File: src/rtl/uart_rx_8bit.sv
// rtl/uart_rx_8bit.sv - UART byte receiver, 8N1 by default, 8E1 when UART_RX_PARITY_EN is defined
module uart_rx_8bit #(
  parameter int CLKS_PER_BIT = 16
) (
  input  logic       CLK,
  input  logic       RST,
  input  logic       rx_in,
  output logic [7:0] data_out,
  output logic       data_valid,
  output logic       busy,
  output logic       frame_err,
  output logic       parity_err
);

  localparam int CNT_W = $clog2(CLKS_PER_BIT);
  localparam logic [CNT_W-1:0] BIT_LAST  = CNT_W'(CLKS_PER_BIT - 1);
  localparam logic [CNT_W-1:0] HALF_LAST = CNT_W'(CLKS_PER_BIT / 2 - 1);

  typedef enum logic [2:0] {
    IDLE,
    START,
    DATA,
`ifdef UART_RX_PARITY_EN
    PARITY,
`endif
    STOP,
    BREAK
  } state_t;

  state_t           state;
  logic             rx_meta;
  logic             rx_s;
  logic [CNT_W-1:0] cnt;
  logic [2:0]       bit_idx;
  logic [7:0]       shift;
`ifdef UART_RX_PARITY_EN
  logic             par_bad;
`endif

  // Two-flop synchroniser; idles high so reset never looks like a start bit
  always_ff @(posedge CLK or posedge RST) begin
    if (RST) begin
      rx_meta <= 1'b1;
      rx_s    <= 1'b1;
    end else begin
      rx_meta <= rx_in;
      rx_s    <= rx_meta;
    end
  end

  assign busy = (state != IDLE);

`ifndef UART_RX_PARITY_EN
  assign parity_err = 1'b0;
`endif

  // Receive FSM: mid-bit sampling, byte assembly and registered result/error pulses
  always_ff @(posedge CLK or posedge RST) begin
    if (RST) begin
      state      <= IDLE;
      cnt        <= '0;
      bit_idx    <= '0;
      shift      <= '0;
      data_out   <= 8'h00;
      data_valid <= 1'b0;
      frame_err  <= 1'b0;
`ifdef UART_RX_PARITY_EN
      par_bad    <= 1'b0;
      parity_err <= 1'b0;
`endif
    end else begin
      data_valid <= 1'b0;
      frame_err  <= 1'b0;
`ifdef UART_RX_PARITY_EN
      parity_err <= 1'b0;
`endif
      case (state)
        IDLE: begin
          cnt     <= '0;
          bit_idx <= '0;
          if (!rx_s) state <= START;
        end
        START: begin
          if (cnt == HALF_LAST) begin
            cnt   <= '0;
            // A start bit that is gone by mid-bit was only a glitch
            state <= rx_s ? IDLE : DATA;
          end else begin
            cnt <= cnt + CNT_W'(1);
          end
        end
        DATA: begin
          if (cnt == BIT_LAST) begin
            cnt            <= '0;
            shift[bit_idx] <= rx_s;
            bit_idx        <= bit_idx + 3'd1;
            if (bit_idx == 3'd7) begin
`ifdef UART_RX_PARITY_EN
              state <= PARITY;
`else
              state <= STOP;
`endif
            end
          end else begin
            cnt <= cnt + CNT_W'(1);
          end
        end
`ifdef UART_RX_PARITY_EN
        PARITY: begin
          if (cnt == BIT_LAST) begin
            cnt     <= '0;
            par_bad <= ^{shift, rx_s};
            state   <= STOP;
          end else begin
            cnt <= cnt + CNT_W'(1);
          end
        end
`endif
        STOP: begin
          if (cnt == BIT_LAST) begin
            cnt <= '0;
            if (!rx_s) begin
              // Framing error wins over parity; wait for the line to recover
              frame_err <= 1'b1;
              state     <= BREAK;
            end else begin
              state <= IDLE;
`ifdef UART_RX_PARITY_EN
              if (par_bad) begin
                parity_err <= 1'b1;
              end else begin
                data_out   <= shift;
                data_valid <= 1'b1;
              end
`else
              data_out   <= shift;
              data_valid <= 1'b1;
`endif
            end
          end else begin
            cnt <= cnt + CNT_W'(1);
          end
        end
        BREAK: begin
          // A line held low must return high before a new start is accepted
          if (rx_s) state <= IDLE;
        end
        default: state <= IDLE;
      endcase
    end
  end

endmodule

File: config.mk
export PLATFORM = sky130hd
export DESIGN_NAME = uart_rx_8bit
export DESIGN_NICKNAME = d
export VERILOG_FILES = /design/src/rtl/uart_rx_8bit.sv
export SDC_FILE = /design/constraint.sdc
export NUM_CORES = 1
export LEC_CHECK = 0
export CAP_MARGIN = 10
export CORE_UTILIZATION = 59
export CTS_CLUSTER_SIZE = 14
export DETAILED_ROUTE_END_ITERATION = 6
export GPL_TIMING_DRIVEN = 0
export PLACE_DENSITY = 0.92
export SLEW_MARGIN = 30
export SYNTH_ARGS = -nofsm -noshare
export SYNTH_HDL_FRONTEND = slang
export SYNTH_SLANG_ARGS = --single-unit
File: constraint.sdc
create_clock -name CLK -period 3.9 [get_ports CLK]
set_input_delay 0.78 -clock CLK [delete_from_list [all_inputs] [get_ports CLK]]
set_output_delay 0.78 -clock CLK [all_outputs]
set_load 0.01 [all_outputs]
### Word-level counts from Yosys, hierarchy flattened

Cells that the tools add are included.

* word-level logic and storage cells: 59
* input port bits: 3
* output and inout bits: 12
* register bits after elaboration: 30

* eq/ne operators: 13
* $lt $le $gt $ge: 2
* mux-type cells: 23
* reduce and logical (&&, ||, !) cells: 10
* $add $sub $neg: 2

Operators by type and width (number)
* $mux 3: 8
* $pmux 3 s5: 1
* $ne 2x2->1 const B: 6
* $pmux 4 s3: 1
* $bwmux 8: 1
* $mux 4: 2
* $mux 1: 7
* $eq 3x2->1 const B: 2
* $eq 3x3->1 const B: 2
* $pmux 3 s2: 1
* $reduce_and 6->1: 1
* $reduce_bool 3->1: 2
* $add 4x1->4 const B: 1
* $eq 4x3->1 const B: 1
* $eq 4x4->1 const B: 1
* $lt 3x4->1 const B: 1
* $reduce_and 2->1: 2
* $add 3x1->3 const B: 1
* $demux 1 s3: 1
* $eq 3x1->1 const B: 1
* $ge 3x1->1 const B: 1
* $logic_not 3->1: 1
* $reduce_and 3->1: 1
* $mux 2: 1
* 3 further kinds: 3

### Depth between registers and ports, before layout

Gate-level depths: netlist of the first run.

* depth after elaboration: 5
* depth in mapped cells: 5
* depth with buffers taken out: 5

### Worst setup path before layout of the first run

Ideal clock, no wire load.

* path type: register to output
* start: reg state[2]
* end: out busy
* required time: 3.120 ns
* stages on the path, launching flop included: 3
* arrival: 0.893 ns
* setup slack: 2.227 ns
* path through: dfrtp_1 -> buf_6 -> or3_1

* cells in the longest elaborated chain, start to end: 1

Ends and longest elaborated chain
* start: declaration: RTL line 30 `state_t state;`
* start signal: assignment: RTL line 87 `state <= rx_s ? IDLE : DATA;`
* $reduce_bool 3->1: RTL line 51 `assign busy = (state != IDLE);`
* end: declaration: RTL line 10 `output logic busy,`

No other way between the ends.

### Final worst setup path of the first run

* start: reg state[0]
* end: out busy

Same word-level chain as after synthesis.

==> reports/results.ini, run 1 <==
[global_routing]
grt_use_total_pct=26.9
grt_max_degree=31
grt_pass1_vias=1089
grt.overflow.total=0
grt_pass1_wl_um=4970
antenna_found_initial=0

[power]
ir_drop_mv=0.461
power_density_mw_per_mm2=495
p_leak_nw=0.773

[placed_design]
port-buffer-count=13
post-place-cells=168
place_congestion=0.826
dp.final_hpwl_um=2020
place_ws_ns=1.75
placed_area_mm2=0.00163

[clocking]
cts.sinks=30
clockBufferDepth=2
cts_tree=built
cts_root_buf=clkbuf_4
cts_made_buffers=5
cts.reportedPaths.clkPinSlew_ns=0.10
cts_resized=0
worstSkewPairLatency_ns=0.33
htreeDepth=2
post_cts_buffers=0
cts_hold_buf=0

[finish]
design_area_mm2=0.00169
nFillCells=142
syn2layout_area_growth_pct=15.4
drive_gt1_share_pct=18.9
stdcell_count=176
fin_nets=153
diodes=0

[drt]
drt_first_iter_violations=47
drc=0
totalWireLength_um=2950
vias=1074
firstDrtPassIters=4
wl_per_cell_um=16.7
via_per_inst=6.10
antenna_left=0

[sta]
final_max_slew_viol_count=0
skew_ns=0.00996
maxSlewHeadroom_pct=59.7
finalWorstSetupSlack_ns=1.37
hold_viol=0
fin_crit_sh_pct=64.8
period_needed_ns=2.53
rsz0062_at_grt=no
finalSetupTns_ns=0
setup_viol=0
max_freq_ghz=0.396
tightest_slew_ns=0.603

[yosys]
syn-num-nets=133
syn_area_per_cell_um2=11.5
yosysWarnings=0
ys_seq_elements=30
ys_types=45
synth_ff_type=dfrtp_1
synthCells=127
async_flop_share_pct=100
ys_seq_area_share_pct=51.4
syn_area_mm2=0.00147
synth_enable_flop_cells=0

[floorplan]
ios=15
die_h_um=51.9
row_count=17
start_util_pct=64.4
core_mm2=0.00228
chipWidth_um=51.9
dieArea_mm2=0.00269

[critical_path]
end_kind=output pin
cp_max_fo=10
start_kind=register
crit_arrival_ns=1.75
worstPathRequired_ns=3.12
crit_type=reg2out

[outcome]
status=completed

[min_path]
hold_class=reg2reg

[job]
drv_cap=0

## worst paths after layout
path	start	endpoint	slack (ns)	cells past startpoint
setup / recovery	state[0]	busy	1.37	3
hold / removal	rx_meta	rx_s	0.36	0
setup reg to reg	cnt[0]	shift[1]	2.02	4
hold reg to reg	rx_meta	rx_s	0.36	0
max in group asynchronous	RST	data_out[6]	2.67	2
min in group asynchronous	RST	shift[2]	0.83	2
## cell usage in the layout (no fill, tap or decap), types with 2 or more instances in the layout
cell type,count
buf_4,2
nor2_1,3
or3_1,2
clkbuf_4,5
mux2i_1,2
nand3_1,3
dfstp_2,2
mux2_2,6
a21oi_1,5
mux2_1,10
ha_1,3
clkbuf_1,5
nand3b_1,2
buf_2,4
dfrtp_1,28
nand4_1,5
nand2_1,5
inv_1,6
clkdlybuf4s50_1,13
o21ai_0,7
## registers in the layout, indices dropped and copies added (netlist names)
signal	cells
rx_s	1
data_out	8
shift	8
data_valid	1
cnt	4
bit_idx	3
rx_meta	1
state	3
frame_err	1
## synthesized netlist by cell type (all sizes together) (3+ instances only)
cell type,number,area share [%]
buf,7,3.2
nand3,3,1.0
dfrtp,28,48
ha,3,2.6
nor2,3,0.77
a21oi,5,1.7
nand4,6,3.6
mux2,16,12
nand2,5,1.3
o21ai,7,2.4
clkbuf,4,1.0
inv,7,1.8
## critical path, stage by stage (launching register included)
cell	delay, ns
dfrtp_1	0.40
buf_2	0.20
or3_1	0.33
clkdlybuf4s50_1	0.49
## cell families (layout without fill, tap and decap cells)
group           count (synthesis)  after routing  share of synthesized area (%)
mux                            18             18                           13.7
compound gates                 19             19                           7.85
flops                          30             30                           51.4
simple gates                   36             36                           17.2
other cells                     1              1                          0.256
fa+ha+maj                       3              3                           2.56
buf+inv                        18             39                           5.97
xor+xnor                        2              2                           1.19
## through the flow
stage | total power, mW | util [%] | hold WS [ns]
after CTS | 0.834 | 74.3 | 0.361
after global placement | 0.627 | 71.7 | 0.346
after floorplan | 0.579 | - | 0.345
after global routing | 0.887 | 74.3 | 0.363
final | 0.837 | 74.3 | 0.359
after detailed placement | 0.642 | 71.7 | 0.347
## cell type report
cell class	count	area, um^2	area share (%)
buffer	11	61.3	3.62
clock buffer	7	55.1	3.25
clock inverter	1	5.00	0.296
inverter	7	26.3	1.55
multi-input combinational	79	626	37.0
sequential	30	753	44.5
tap	28	35.0	2.07
timing repair buffer	13	130	7.69
## layer usage
metal	global-route usage, %	routed length [um]	vias to the layer above
met4	12.6	83	0
met5	0	0	-
met1	30.6	1170	516
li1	-	-	492
met2	44.4	1510	52
met3	9.94	183	14
## power by group
group,total [mW],switching [mW],leakage [nW],internal [mW]
clock network,0.192,0.105,0.0353,0.0872
registers,0.379,0.0321,0.401,0.347
logic,0.266,0.158,0.336,0.107
Power figures use the tool's default switching activity.
==> inputs of run 2 (changes only) <==
--- a/config.mk
+++ b/config.mk
@@ -6,11 +6,11 @@
 export NUM_CORES = 1
 export LEC_CHECK = 0
 export CAP_MARGIN = 10
-export CORE_UTILIZATION = 59
+export CORE_UTILIZATION = 50
 export CTS_CLUSTER_SIZE = 14
 export DETAILED_ROUTE_END_ITERATION = 6
 export GPL_TIMING_DRIVEN = 0
-export PLACE_DENSITY = 0.92
+export PLACE_DENSITY = 0.84
 export SLEW_MARGIN = 30
 export SYNTH_ARGS = -nofsm -noshare
 export SYNTH_HDL_FRONTEND = slang
==> constraint.sdc (replaced) <==
create_clock -name CLK -period 2.2 [get_ports CLK]
set_input_delay 0.44 -clock CLK [delete_from_list [all_inputs] [get_ports CLK]]
set_output_delay 0.44 -clock CLK [all_outputs]
set_load 0.01 [all_outputs]
==> run 2 against run 1 <==
Clock power increased to 3.0 times the previous value. Flip-flop and latch count did not move. Wire length decreased by 6.9%. Final area is 3.2% higher. Utilization decreased by 11 points. Non-clock buffer count stayed put. First-iteration DRC count is 38% lower. Die area is 17% higher. Largest cell class unchanged. Total power is 100% higher. Setup slack worse by 1.2 ns. Critical endpoint unchanged.
==> reports/results.ini, run 2 (synthesis gave the netlist of run 1 again) <==
[clocking]
cts.sinks=30
worstSkewPairLatency_ns=0.34
cts_root_buf=clkbuf_4
cts_resized=1
cts_tree=built
clockBufferDepth=2
cts_hold_buf=0
htreeDepth=2
cts.reportedPaths.clkPinSlew_ns=0.10
cts_made_buffers=5
post_cts_buffers=0

[critical_path]
cp.depth=3
cp_max_fo=10
r2r-start=cnt[0]
crit_end=busy
ff2ff_path_depth=5
reg2reg_to=data_out[3]
end_kind=output pin
crit_type=reg2out
crit_family=buffers and inverters
start_kind=register
crit_arrival_ns=1.57
cp-startpoint=state[0]
cp_slowest_cell=dfrtp_1
crit_buf_inv=2
reg2reg_setup_slack_ns=0.37
path_cells=buf_2, or3_1, dlygate4sd2_1
worstPathRequired_ns=1.76
crit_path_max_incr_delay_ns=0.39

[drt]
drt_first_iter_violations=29
totalWireLength_um=2740
wl_per_cell_um=15.3
antenna_left=0
vias=1052
via_per_inst=5.88
drc=0
firstDrtPassIters=4

[floorplan]
core_mm2=0.00276
start_util_pct=53.2
chipWidth_um=56.2
row_count=19
ios=15
dieArea_mm2=0.00315
die_h_um=56.2

[global_routing]
grt_pass1_wl_um=4880
antenna_found_initial=0
grt.overflow.total=0
grt_max_degree=31
grt_use_total_pct=20.7
grt_pass1_vias=1064

[sta]
fin_crit_sh_pct=91.2
rsz0062_at_grt=no
tightest_slew_ns=0.598
final_max_slew_viol_count=0
hold_viol=0
maxSlewHeadroom_pct=60.1
finalWorstSetupSlack_ns=0.195
max_freq_ghz=0.499
period_needed_ns=2.01
skew_ns=0.0160
setup_viol=0
finalSetupTns_ns=0

[min_path]
hold_class=reg2reg

[finish]
fin_util_pct=63.3
diodes=0
design_area_mm2=0.00175
syn2layout_area_growth_pct=19.0
top_regs=data_out x8, shift x8, cnt x4
fin_nets=153
drive_gt1_share_pct=19.6
layout.cells.most_common=dfrtp_1
final_cell_mix=28 x dfrtp_1, 12 x clkdlybuf4s50_1, 10 x mux2_1

[job]
drv_cap=0

[placed_design]
place_congestion=0.887
dp.final_hpwl_um=1840
place_ws_ns=0.380
placed_area_mm2=0.00164
port-buffer-count=13

[power]
power_density_mw_per_mm2=982
ir_drop_mv=1.15
p_leak_nw=0.795

[outcome]
status=completed

-- run 2: worst min-delay path by stage --
| stage | slack (ns) | start | to | cells past startpoint |
|---|---|---|---|---|
| 2_1_floorplan | 0.35 | rx_meta | rx_s | 0 |
| 3_3_place_gp | 0.35 | rx_meta | rx_s | 0 |
| 5_1_grt | 0.37 | rx_meta | rx_s | 0 |
| 6_report | 0.36 | rx_meta | rx_s | 0 |
| 4_1_cts | 0.36 | rx_meta | rx_s | 0 |
| 3_5_place_dp | 0.35 | rx_meta | rx_s | 0 |
-- run 2: final cells by class --
cell class	count	area, um^2
buffer	11	61.3
clock buffer	6	51.3
fill	210	1010
tap	31	38.8
clock inverter	2	60.1
sequential	30	753
timing repair buffer	13	129
multi-input combinational	79	626
inverter	7	26.3
-- run 2: per-stage QoR --
stage	cells	total power [mW]	hold WS, ns
after CTS	179	1.71	0.360
after floorplan	127	1.03	0.345
after detailed placement	171	1.14	0.348
after global routing	179	1.82	0.367
final	179	1.71	0.358
after global placement	171	1.11	0.346
-- run 2: power breakdown --
group / total, mW / internal [mW] / leakage (nW) / switching (mW)
clock network: 0.582 / 0.385 / 0.0585 / 0.197
logic: 0.461 / 0.185 / 0.335 / 0.276
registers: 0.671 / 0.615 / 0.401 / 0.0561
total: 1.71 / 1.18 / 0.795 / 0.530
-- run 2: layer usage --
| layer | routed length [um] | up-vias | global-route usage [%] |
|---|---|---|---|
| met1 | 1160 | 509 | 25.0 |
| li1 | - | 500 | - |
| met5 | 0 | - | 0 |
| met2 | 1360 | 33 | 31.3 |
| met3 | 150 | 10 | 8.14 |
| met4 | 71 | 0 | 11.8 |
==> inputs of run 3 (changes only) <==
--- a/config.mk
+++ b/config.mk
@@ -6,11 +6,13 @@
 export NUM_CORES = 1
 export LEC_CHECK = 0
 export CAP_MARGIN = 10
-export CORE_UTILIZATION = 50
+export CELL_PAD_IN_SITES_DETAIL_PLACEMENT = 0
+export CELL_PAD_IN_SITES_GLOBAL_PLACEMENT = 2
+export CORE_UTILIZATION = 33
 export CTS_CLUSTER_SIZE = 14
 export DETAILED_ROUTE_END_ITERATION = 6
 export GPL_TIMING_DRIVEN = 0
-export PLACE_DENSITY = 0.84
+export PLACE_DENSITY = 0.83
 export SLEW_MARGIN = 30
 export SYNTH_ARGS = -nofsm -noshare
 export SYNTH_HDL_FRONTEND = slang
==> run 3 against run 2 <==
Register-to-register slack got worse by 0.05 ns. Final cell count increased by 10%. Combinational power increased by 0.9%. Critical path depth did not move. Die area is 49% higher. Utilization decreased by 21 points. Flip-flop and latch count did not move. Wire length increased by 5.0%.
==> reports/results.ini, run 3 (synthesis gave the netlist of run 1 again) <==
[critical_path]
path_cells=buf_2, or3_1, clkdlybuf4s50_1
cp-startpoint=state[0]
crit_end=busy
cp_max_fo=10
worstPathRequired_ns=1.76
reg2reg_to=shift[1]
crit_family=buffers and inverters
cp.depth=3
ff2ff_path_depth=4
crit_arrival_ns=1.68
crit_type=reg2out
r2r-start=cnt[0]
reg2reg_setup_slack_ns=0.32
crit_buf_inv=2
end_kind=output pin
crit_path_max_incr_delay_ns=0.49
start_kind=register
cp_slowest_cell=clkdlybuf4s50_1

[floorplan]
die_h_um=68.7
ios=15
chipWidth_um=68.7
start_util_pct=35.4
dieArea_mm2=0.00471
row_count=23
core_mm2=0.00414

[placed_design]
post-place-cells=190
placed_area_mm2=0.00166
port-buffer-count=13
place_congestion=0.764
dp.final_hpwl_um=2000

[clocking]
cts.sinks=30
cts_tree=built
clockBufferDepth=2
cts_hold_buf=0
cts_made_buffers=5
post_cts_buffers=0
htreeDepth=2
worstSkewPairLatency_ns=0.28
cts_resized=0
cts_root_buf=clkbuf_8
cts.reportedPaths.clkPinSlew_ns=0.06

[drt]
antenna_left=0
firstDrtPassIters=4
drt_first_iter_violations=39
vias=1027
via_per_inst=5.21
wl_per_cell_um=14.6
totalWireLength_um=2880
drc=0

[sta]
tightest_slew_ns=0.638
fin_crit_sh_pct=96.4
skew_ns=0.00401
setup_viol=0
period_needed_ns=2.12
final_max_slew_viol_count=0
rsz0062_at_grt=no
max_freq_ghz=0.471
hold_viol=0
finalSetupTns_ns=0
maxSlewHeadroom_pct=57.4

[global_routing]
grt_pass1_wl_um=4800
antenna_found_initial=0
grt.overflow.total=0
grt_pass1_vias=1009
grt_max_degree=31
grt_use_total_pct=14.5

[power]
ir_drop_mv=0.245
p_leak_nw=0.781
power_density_mw_per_mm2=888

[finish]
final_cell_mix=28 x dfrtp_1, 13 x clkdlybuf4s50_1, 10 x mux2_1
fin_nets=153
design_area_mm2=0.00174
nFillCells=400
top_regs=data_out x8, shift x8, cnt x4
layout.cells.most_common=dfrtp_1
drive_gt1_share_pct=19.0
syn2layout_area_growth_pct=18.5
diodes=0
stdcell_count=197

[outcome]
status=completed

[min_path]
hold_class=reg2reg
hold_start=rx_meta
whs_path_depth=0

[job]
drv_cap=0

run 3: cell types whose count changed in the layout (fill, tap and decap cells not counted):
cell / change
bufinv_16: -2
clkbuf_4: -5
clkbuf_8: +4
clkdlybuf4s50_1: +1
clkinv_2: +2
dlygate4sd2_1: -1
run 3: cell type report:
type                            instances  area [um^2]  area share (%)
Sequential cell                        30          753            43.3
Clock buffer                            5         68.8            3.96
Tap cell                               50         62.6            3.60
Timing Repair Buffer                   13          130            7.49
Buffer                                 11         61.3            3.53
Inverter                                7         26.3            1.51
Multi-Input combinational cell         79          626            36.0
Clock inverter                          2         10.0           0.576
run 3: where the power goes:
| part | leakage [nW] | switching, mW | total [mW] | internal (mW) |
|---|---|---|---|---|
| Sequential | 0.401 | 0.0503 | 0.666 | 0.616 |
| Clock | 0.0438 | 0.200 | 0.411 | 0.212 |
| Combinational | 0.336 | 0.276 | 0.465 | 0.189 |
run 3: worst min path at each step:
stage / end / slack [ns]
floorplan: rx_s / 0.35
CTS: rx_s / 0.36
global placement: rx_s / 0.35
finish: rx_s / 0.36
detailed placement: rx_s / 0.35
global route: rx_s / 0.36
run 3: through the flow:
step | util [%] | power, mW | setup slack (ns) | hold slack (ns)
after floorplan | - | 1.03 | 0.577 | 0.345
after global placement | 40.0 | 1.13 | 0.357 | 0.347
after detailed placement | 40.0 | 1.14 | 0.332 | 0.351
after CTS | 41.9 | 1.56 | 0.0614 | 0.360
after global routing | 41.9 | 1.65 | 0.0276 | 0.363
final | 41.9 | 1.54 | 0.0783 | 0.359
run 3: routing by layer:
layer / global-route usage, % / vias up / part of all wire, %
met5: 0 / - / 0
met4: 5.47 / 0 / 1.4
met3: 4.93 / 6 / 3.8
met2: 23.8 / 17 / 51
met1: 17.3 / 511 / 44
li1: - / 493 / -
